`src/rtl/core_pkg.sv`:
```
// Shared RV32I core definitions: result-source and load funct3 encodings
// plus common index and word types.
package core_pkg;

   localparam logic [1:0] RESULT_ALU  = 2'b00;
   localparam logic [1:0] RESULT_LOAD = 2'b01;
   localparam logic [1:0] RESULT_PC4  = 2'b10;
   localparam logic [1:0] RESULT_IMM  = 2'b11;

   localparam logic [2:0] LB  = 3'b000;
   localparam logic [2:0] LH  = 3'b001;
   localparam logic [2:0] LW  = 3'b010;
   localparam logic [2:0] LBU = 3'b100;
   localparam logic [2:0] LHU = 3'b101;

   typedef logic [4:0]  reg_idx_t;
   typedef logic [31:0] word_t;

endpackage

```
`src/rtl/writeback_regfile_load_formatter.sv`:
```
// Extracts and extends the addressed byte/halfword of a loaded word and
// flags accesses that are not naturally aligned for their size.
module load_formatter
   import core_pkg::*;
(
   input  word_t      i_ReadData_W,
   input  logic [1:0] i_off,
   input  logic [2:0] i_Funct3_W,
   output word_t      o_LoadData,
   output logic       o_misalign
);

   logic [7:0]  w_byte;
   logic [15:0] w_half;

   always_comb begin
      w_byte     = i_ReadData_W[{i_off, 3'b000} +: 8];
      w_half     = i_ReadData_W[{i_off[1], 4'b0000} +: 16];
      o_LoadData = i_ReadData_W;
      o_misalign = 1'b0;
      case (i_Funct3_W)
         LB:  o_LoadData = {{24{w_byte[7]}}, w_byte};
         LBU: o_LoadData = {24'h000000, w_byte};
         LH:  begin
            o_LoadData = {{16{w_half[15]}}, w_half};
            o_misalign = i_off[0];
         end
         LHU: begin
            o_LoadData = {16'h0000, w_half};
            o_misalign = i_off[0];
         end
         LW:  o_misalign = |i_off;
         default: ;
      endcase
   end

endmodule

```
`src/rtl/writeback_regfile.sv`:
```
// RV32I writeback stage: result select, load formatting, 32-entry register
// file with write-first read bypass, and a 64-bit retired-instruction counter.
module writeback_regfile
   import core_pkg::*;
#(
   parameter int XLEN       = 32,
   parameter int NREGS      = 32,
   parameter int RESET_REGS = 1
) (
   input  logic                     clk,
   input  logic                     reset,
   input  logic                     RegWrite_W,
   input  logic [1:0]               ResultSrc_W,
   input  logic                     Valid_W,
   input  logic [$clog2(NREGS)-1:0] Rd_W,
   input  logic [2:0]               Funct3_W,
   input  logic [XLEN-1:0]          ALUResult_W,
   input  logic [XLEN-1:0]          ReadData_W,
   input  logic [XLEN-1:0]          PCPlus4_W,
   input  logic [XLEN-1:0]          ImmExt_W,
   input  logic [$clog2(NREGS)-1:0] A1_D,
   input  logic [$clog2(NREGS)-1:0] A2_D,
   output logic [XLEN-1:0]          RD1_D,
   output logic [XLEN-1:0]          RD2_D,
   output logic [XLEN-1:0]          Result_W,
   output logic                     LoadMisalign_W,
   output logic [63:0]              Instret
);

   logic [XLEN-1:0] r_regs [NREGS];
   logic [63:0]     r_instret;
   word_t           w_load_data;
   logic            w_misalign;
   logic            w_we;

   load_formatter u_load_formatter (
      .i_ReadData_W (ReadData_W),
      .i_off        (ALUResult_W[1:0]),
      .i_Funct3_W   (Funct3_W),
      .o_LoadData   (w_load_data),
      .o_misalign   (w_misalign)
   );

   always_comb begin
      Result_W = ALUResult_W;
      case (ResultSrc_W)
         RESULT_ALU:  Result_W = ALUResult_W;
         RESULT_LOAD: Result_W = w_load_data;
         RESULT_PC4:  Result_W = PCPlus4_W;
         RESULT_IMM:  Result_W = ImmExt_W;
         default:     Result_W = ALUResult_W;
      endcase
   end

   assign LoadMisalign_W = Valid_W & (ResultSrc_W == RESULT_LOAD) & w_misalign;

   // Reset also blocks the bypass so reads see the cleared array during reset.
   assign w_we = RegWrite_W & Valid_W & (Rd_W != '0) & ~reset;

   generate
      if (RESET_REGS != 0) begin : g_reset_regs
         always_ff @(posedge clk or posedge reset) begin
            if (reset) begin
               for (int unsigned i = 0; i < NREGS; i++) r_regs[i] <= '0;
            end else if (w_we) begin
               r_regs[Rd_W] <= Result_W;
            end
         end
      end else begin : g_plain_regs
         always_ff @(posedge clk) begin
            if (w_we) r_regs[Rd_W] <= Result_W;
         end
      end
   endgenerate

   always_comb begin
      RD1_D = r_regs[A1_D];
      if (A1_D == '0)                 RD1_D = '0;
      else if (w_we && A1_D == Rd_W)  RD1_D = Result_W;
      RD2_D = r_regs[A2_D];
      if (A2_D == '0)                 RD2_D = '0;
      else if (w_we && A2_D == Rd_W)  RD2_D = Result_W;
   end

   always_ff @(posedge clk or posedge reset) begin
      if (reset)        r_instret <= '0;
      else if (Valid_W) r_instret <= r_instret + 64'd1;
   end

   assign Instret = r_instret;

endmodule
```
`config.mk`:
```
export PLATFORM = sky130hd
export DESIGN_NAME = writeback_regfile
export DESIGN_NICKNAME = d
export VERILOG_FILES = /design/src/rtl/core_pkg.sv /design/src/rtl/writeback_regfile_load_formatter.sv /design/src/rtl/writeback_regfile.sv
export SDC_FILE = /design/constraint.sdc
export NUM_CORES = 2
export LEC_CHECK = 0
export CAP_MARGIN = 30
export CORE_AREA = 2 2 307 431
export CTS_BUF_LIST = sky130_fd_sc_hd__clkbuf_4
export CTS_CLUSTER_SIZE = 25
export DETAILED_ROUTE_END_ITERATION = 12
export DIE_AREA = 0 0 309 433
export PLACE_DENSITY = 0.63
export SETUP_SLACK_MARGIN = 0.15
export SYNTH_ARGS = -nofsm -noshare
export SYNTH_HDL_FRONTEND = slang
export SYNTH_SLANG_ARGS = --single-unit
```
`constraint.sdc`:
```
create_clock -name clk -period 49.6 [get_ports clk]
set_input_delay 9.92 -clock clk [delete_from_list [all_inputs] [get_ports clk]]
set_output_delay 9.92 -clock clk [all_outputs]
set_load 0.1 [all_outputs]
```
Word-level counts from Yosys, hierarchy flattened
Cells that the tools add are included.
{"block": "classes", "shift": 2, "div_mod_pow": 0, "n_mux": 16, "bitwise_logic": 9, "n_lt_le_gt_ge": 4, "n_addsub": 1, "eq_ne": 9, "reduce_logical": 10, "multipliers": 0}
{"cell": "1024-bit bitwise mux", "count": 1}
{"cell": "32-bit binary-select mux with 5-bit select", "count": 2}
{"cell": "32-bit two-way mux", "count": 9}
{"cell": "32-bit case mux with 4 select lines", "count": 2}
{"cell": "32-bit demux with 5-bit select", "count": 1}
{"cell": "64-bit by 1-bit adder with 64-bit output (second input constant)", "count": 1}
{"cell": "32-bit by 6-bit variable part select with 16-bit output", "count": 1}
{"cell": "32-bit by 6-bit variable part select with 8-bit output", "count": 1}
{"cell": "6-bit >= comparator (second input constant)", "count": 3}
{"cell": "5-bit inverter with 6-bit output", "count": 3}
{"cell": "5-bit equality test", "count": 2}
{"cell": "5-bit zero test", "count": 2}
{"cell": "3-bit equality test (second input constant)", "count": 2}
{"cell": "6-bit by 1-bit less-than comparator with 1-bit output (second input constant)", "count": 1}
{"cell": "1-bit bitwise AND", "count": 5}
{"cell": "5-bit nonzero test", "count": 1}
{"cell": "2-bit equality test (second input constant)", "count": 2}
{"cell": "2-bit OR reduction", "count": 2}
{"cell": "3-bit by 1-bit equality test with 1-bit output (second input constant)", "count": 1}
{"cell": "3-bit by 2-bit equality test with 1-bit output (second input constant)", "count": 1}
{"cell": "1-bit logical AND", "count": 3}
{"cell": "3-bit zero test", "count": 1}
{"cell": "2-bit by 1-bit equality test with 1-bit output (second input constant)", "count": 1}
{"cell": "2-bit zero test", "count": 1}
{"cell": "2 further kinds", "count": 2}
{"block": "totals", "out_inout_bits": 161, "input_bits": 152, "elab_cells": 84, "mem_bits_ro": 0, "regBits": 1088, "ram_bits": 0, "mem_count": 0, "latch_bits": 0}

Depth between registers and ports, before layout
{"block": "logic_depth", "depth_word": 6, "depth_mapped": 11, "depth_no_buf": 6}

By module
A second synthesis with hierarchy kept.
{"block": "hier_totals", "hier_cells": 5396, "hier_area_um2": 58264.6}
{"module": "writeback_regfile", "area_each_um2": 57320.0, "seq_area_each_um2": 27226.1, "instances": 1, "cells_per_inst": 5260}
{"module": "load_formatter", "area_each_um2": 944.7, "seq_area_each_um2": 0.0, "instances": 1, "cells_per_inst": 136}

Least setup slack after synthesis
No wires, ideal clock.
{"block": "synth_timing", "path_type": "input-to-output", "startpoint": "input reset", "endpoint": "output RD2_D[13]", "path_buffers": 1, "t_arrival_ps": 37319, "slack_ps": 2361, "stages": 7, "t_required_ps": 39680, "path_cell_list": "inv_1 -> and3_1 -> nand4_1 -> clkbuf_1 -> o21ai_0 -> nor2_1 -> a211oi_1"}
{"block": "synth_between", "elab_chain_len": 5}
{"item": "from (decl)", "line_no": "writeback_regfile.sv:11", "rtl": "input logic reset,"}
{"item": "1-bit inverter", "line_no": "writeback_regfile.sv:58", "rtl": "assign w_we = RegWrite_W & Valid_W & (Rd_W != '0) & ~reset;"}
{"item": "1-bit bitwise AND", "line_no": "writeback_regfile.sv:58"}
{"item": "1-bit logical AND", "line_no": "writeback_regfile.sv:82", "rtl": "else if (w_we && A2_D == Rd_W) RD2_D = Result_W;"}
{"item": "32-bit two-way mux", "line_no": "writeback_regfile.sv:82"}
{"item": "32-bit two-way mux", "line_no": "writeback_regfile.sv:81", "rtl": "if (A2_D == '0) RD2_D = '0;"}
{"item": "to (decl)", "line_no": "writeback_regfile.sv:24", "rtl": "output logic [XLEN-1:0] RD2_D,"}
No other way between the ends.

Worst setup path in the final report
{"block": "layout_timing", "startpoint": "input A1_D[1]", "endpoint": "output RD1_D[10]"}
{"block": "layout_between", "elab_chain_len": 6, "elab_cells_between_ends": 9, "classes_between": "1 x eq/ne; 5 x mux; 1 x bitwise; 2 x reduce/logical"}
{"item": "from (decl)", "line_no": "writeback_regfile.sv:21", "rtl": "input logic [$clog2(NREGS)-1:0] A1_D,"}
{"item": "5-bit inverter with 6-bit output (not written as such)", "line_no": "writeback_regfile.sv:77", "rtl": "RD1_D = r_regs[A1_D];"}
{"item": "32-bit binary-select mux with 5-bit select", "line_no": "writeback_regfile.sv:77"}
{"item": "32-bit two-way mux (not written as such) (2 in series)", "line_no": "writeback_regfile.sv:77"}
{"item": "32-bit two-way mux", "line_no": "writeback_regfile.sv:79", "rtl": "else if (w_we && A1_D == Rd_W) RD1_D = Result_W;"}
{"item": "32-bit two-way mux *", "line_no": "writeback_regfile.sv:78", "rtl": "if (A1_D == '0) RD1_D = '0;"}
{"item": "to (decl)", "line_no": "writeback_regfile.sv:23", "rtl": "output logic [XLEN-1:0] RD1_D,"}
Every way passes the cells marked *; elsewhere a longest branch is shown, timed or not. The select of a mux whose other input is x is not followed.

==> metrics.cfg <==
[run_status]
status = complete, no violations

[sta]
relSlewSlack = 0.2384
hold_viol = 0
final_max_slew_viol_count = 0
timing.fmax_ghz = 0.03994
worst_slew_pin_slew_ns = 1.136
finClkSkew_ns = 0.05959
setup_viol_count_final = 0
finalCriticalPeriod_ns = 25.04
grt_setup_unrepaired = false
tns_ns = 0
period_share = 0.5048

[yosys]
yosys.area.top_type = dfrtp_1
synth-seq-cells = 1088
yosysTopAreaCellShare = 0.4678
synth_flop_cell = dfrtp_1
yosysWarnings = 0
seq_area_frac_synth = 0.4678
synthSimpleGateAreaFrac = 0.1150
syn_inst = 5624
synthTopCellsByCount = nand2_1 (1293), dfrtp_1 (1088), o21ai_0 (967), clkbuf_1 (389), mux4_2 (380)
synth_most_common_cell = nand2_1
yosys.area_share.xor_xnor = 0.01099
synth_area_leaders = dfrtp_1 (47%), mux4_2 (15%), nand2_1 (8.3%)
synth_compound_area_frac = 0.1446
ys_types = 62
synth-async-reset-ratio = 1.000
synth_top_family_by_area = multiplexers
synth_edf_count = 0
synth_fa_ha_area_frac = 0.0002150
syn_area_um2 = 58200
syn-num-nets = 5777
muxShareOfSynthArea = 0.2119
avgSynthCellArea_um2 = 10.35

[power_and_ir_drop]
ir_worst_vdd_mv = 0.02769
p_leak_nw = 28.71
p_per_area_nw_per_um2 = 33.63
power.total_mw = 2.231

[setup_path]
path_class = in2out
path_max_fanout = 48
cp.arrival_ns = 15.12
r2r_cells = 6
required_ns = 39.68
rr_endpoint = Instret[57]
timing.rr.start = Instret[15]
cp-start-kind = input port
worstSetupEndpointType = primary output
r2r_slack_ns = 47.02

[final_layout]
drive_above_1_share = 0.1817
area_growth_pct = 13.99
fin_nets = 5969
final_design_area_no_fill_um2 = 66340

[floorplanning]
ioPinCount = 313
start_util = 0.4476
die_x_um = 309
fp.coreArea_um2 = 130000
die_h_um = 433
die_area_um2 = 133800
rows = 157

[routing]
drt-initial-drc-count = 4891
ant_nets = 0
vias = 47250
wl_per_cell_um = 26.62
drcViolationCount = 0
wirelength_um = 206300
vias_per_cell = 6.098
first_pass_iters = 6

[clock_tree]
cts-hold-fix-buffers = 0
cts_resized = 0
cts.clk_slew.worst_paths_ns = 0.06
clock_latency_ns = 1.24
cts_root_buf = clkbuf_4
cts_buffers = 299
cts_tree = yes
cts.sinks = 1088
h-tree-depth = 5
clock_path_buffers = 4
post_cts_buffers = 0

[min_path]
min_path_cells = 0
min-delay-start = r_regs[1008]
hp-class = reg2reg
hold_end = r_regs[1008]

[grt]
grt_max_degree = 132
antenna_found_initial = 9
grt_usage = 0.3097
grt_first_pass_wirelength_um = 306800
grt_remaining_overflow = 0
grt_pass1_vias = 47650

[placed_design]
portBuffers = 312
dp_hpwl_um = 121600
placed_area_um2 = 62700
gp_congestion = 0.8795

[run]
cap_violations = 0

-- cells in the final DEF, fill, tap and decap left out, types with 51 or more instances in the layout --
master           synthesis  routed
clkdlybuf4s50_1          0     301
nand2_1               1293    1268
clkbuf_4                 0     418
o21ai_1                 51      51
xnor2_1                 51      51
mux4_2                 380     380
buf_4                   47     134
nor2_1                  63      60
mux2i_1                358     358
a22oi_1                 89      89
o21ai_0                967     967
nand3_1                 54      54
dfrtp_1               1088    1088
a21oi_1                 75      74
a211oi_1                84      84
-- final cells by class --
cell class	count	area, um^2
Tap cell	1749	2188
Antenna cell	6	15.01
Multi-Input combinational cell	3900	28390
Inverter	49	191.4
Timing Repair Buffer	478	4907
Fill cell	11890	63700
Clock inverter	61	289.0
Clock buffer	418	3138
Sequential cell	1088	27230
-- cell families (layout without fill, tap and decap cells) --
family | after synthesis | in the layout
compound gates | 1449 | 1449
xor+xnor | 73 | 73
buf+inv | 636 | 1006
fa+ha+maj | 1 | 1
flops | 1088 | 1088
other cells | 0 | 6
mux | 755 | 755
simple gates | 1622 | 1622
-- metrics by stage --
stage	util	hold slack (ns)	std cells	setup slack, ns
6_report	0.5102	0.3958	7749	24.56
2_1_floorplan	-	0.4413	5624	2.361
3_3_place_gp	0.4781	0.3765	7235	24.46
4_1_cts	0.5085	0.3978	7735	24.61
5_1_grt	0.5101	0.4095	7746	24.47
3_5_place_dp	0.4822	0.3836	7256	24.62
-- flip-flops by register name, indices dropped and copies added (netlist names) --
register,flops
r_regs,1024
Instret,64
-- worst max-delay path: stages --
cell             delay, ns
buf_6                 0.48
buf_4                 0.75
xor2_1                0.14
nor3_1                0.24
and4_4                0.46
buf_4                 0.72
nor4_1                0.22
a211oi_1              0.77
clkdlybuf4s50_1       1.32
-- worst max-delay path by stage --
stage | startpoint | to | slack (ns)
5_1_grt | A1_D[0] | RD1_D[13] | 24.47
3_5_place_dp | A2_D[0] | RD2_D[10] | 24.62
2_1_floorplan | reset | RD2_D[13] | 2.36
6_report | A1_D[1] | RD1_D[10] | 24.56
3_3_place_gp | A2_D[0] | RD2_D[0] | 24.46
4_1_cts | A2_D[0] | RD2_D[10] | 24.61
-- power by group --
group	switching (mW)	internal, mW
logic	0.279	0.161
clock network	0.378	0.395
registers	0.0586	0.961
-- routing by layer --
layer  global-route usage  up-vias  wire (um)
met4               0.1603       10      11170
met2               0.4998     2387      98260
li1                     -    20690          -
met1               0.3877    23550      78860
met5                    0        -         59
met3              0.07332      616      17970
(Power assumes the default switching activity.)
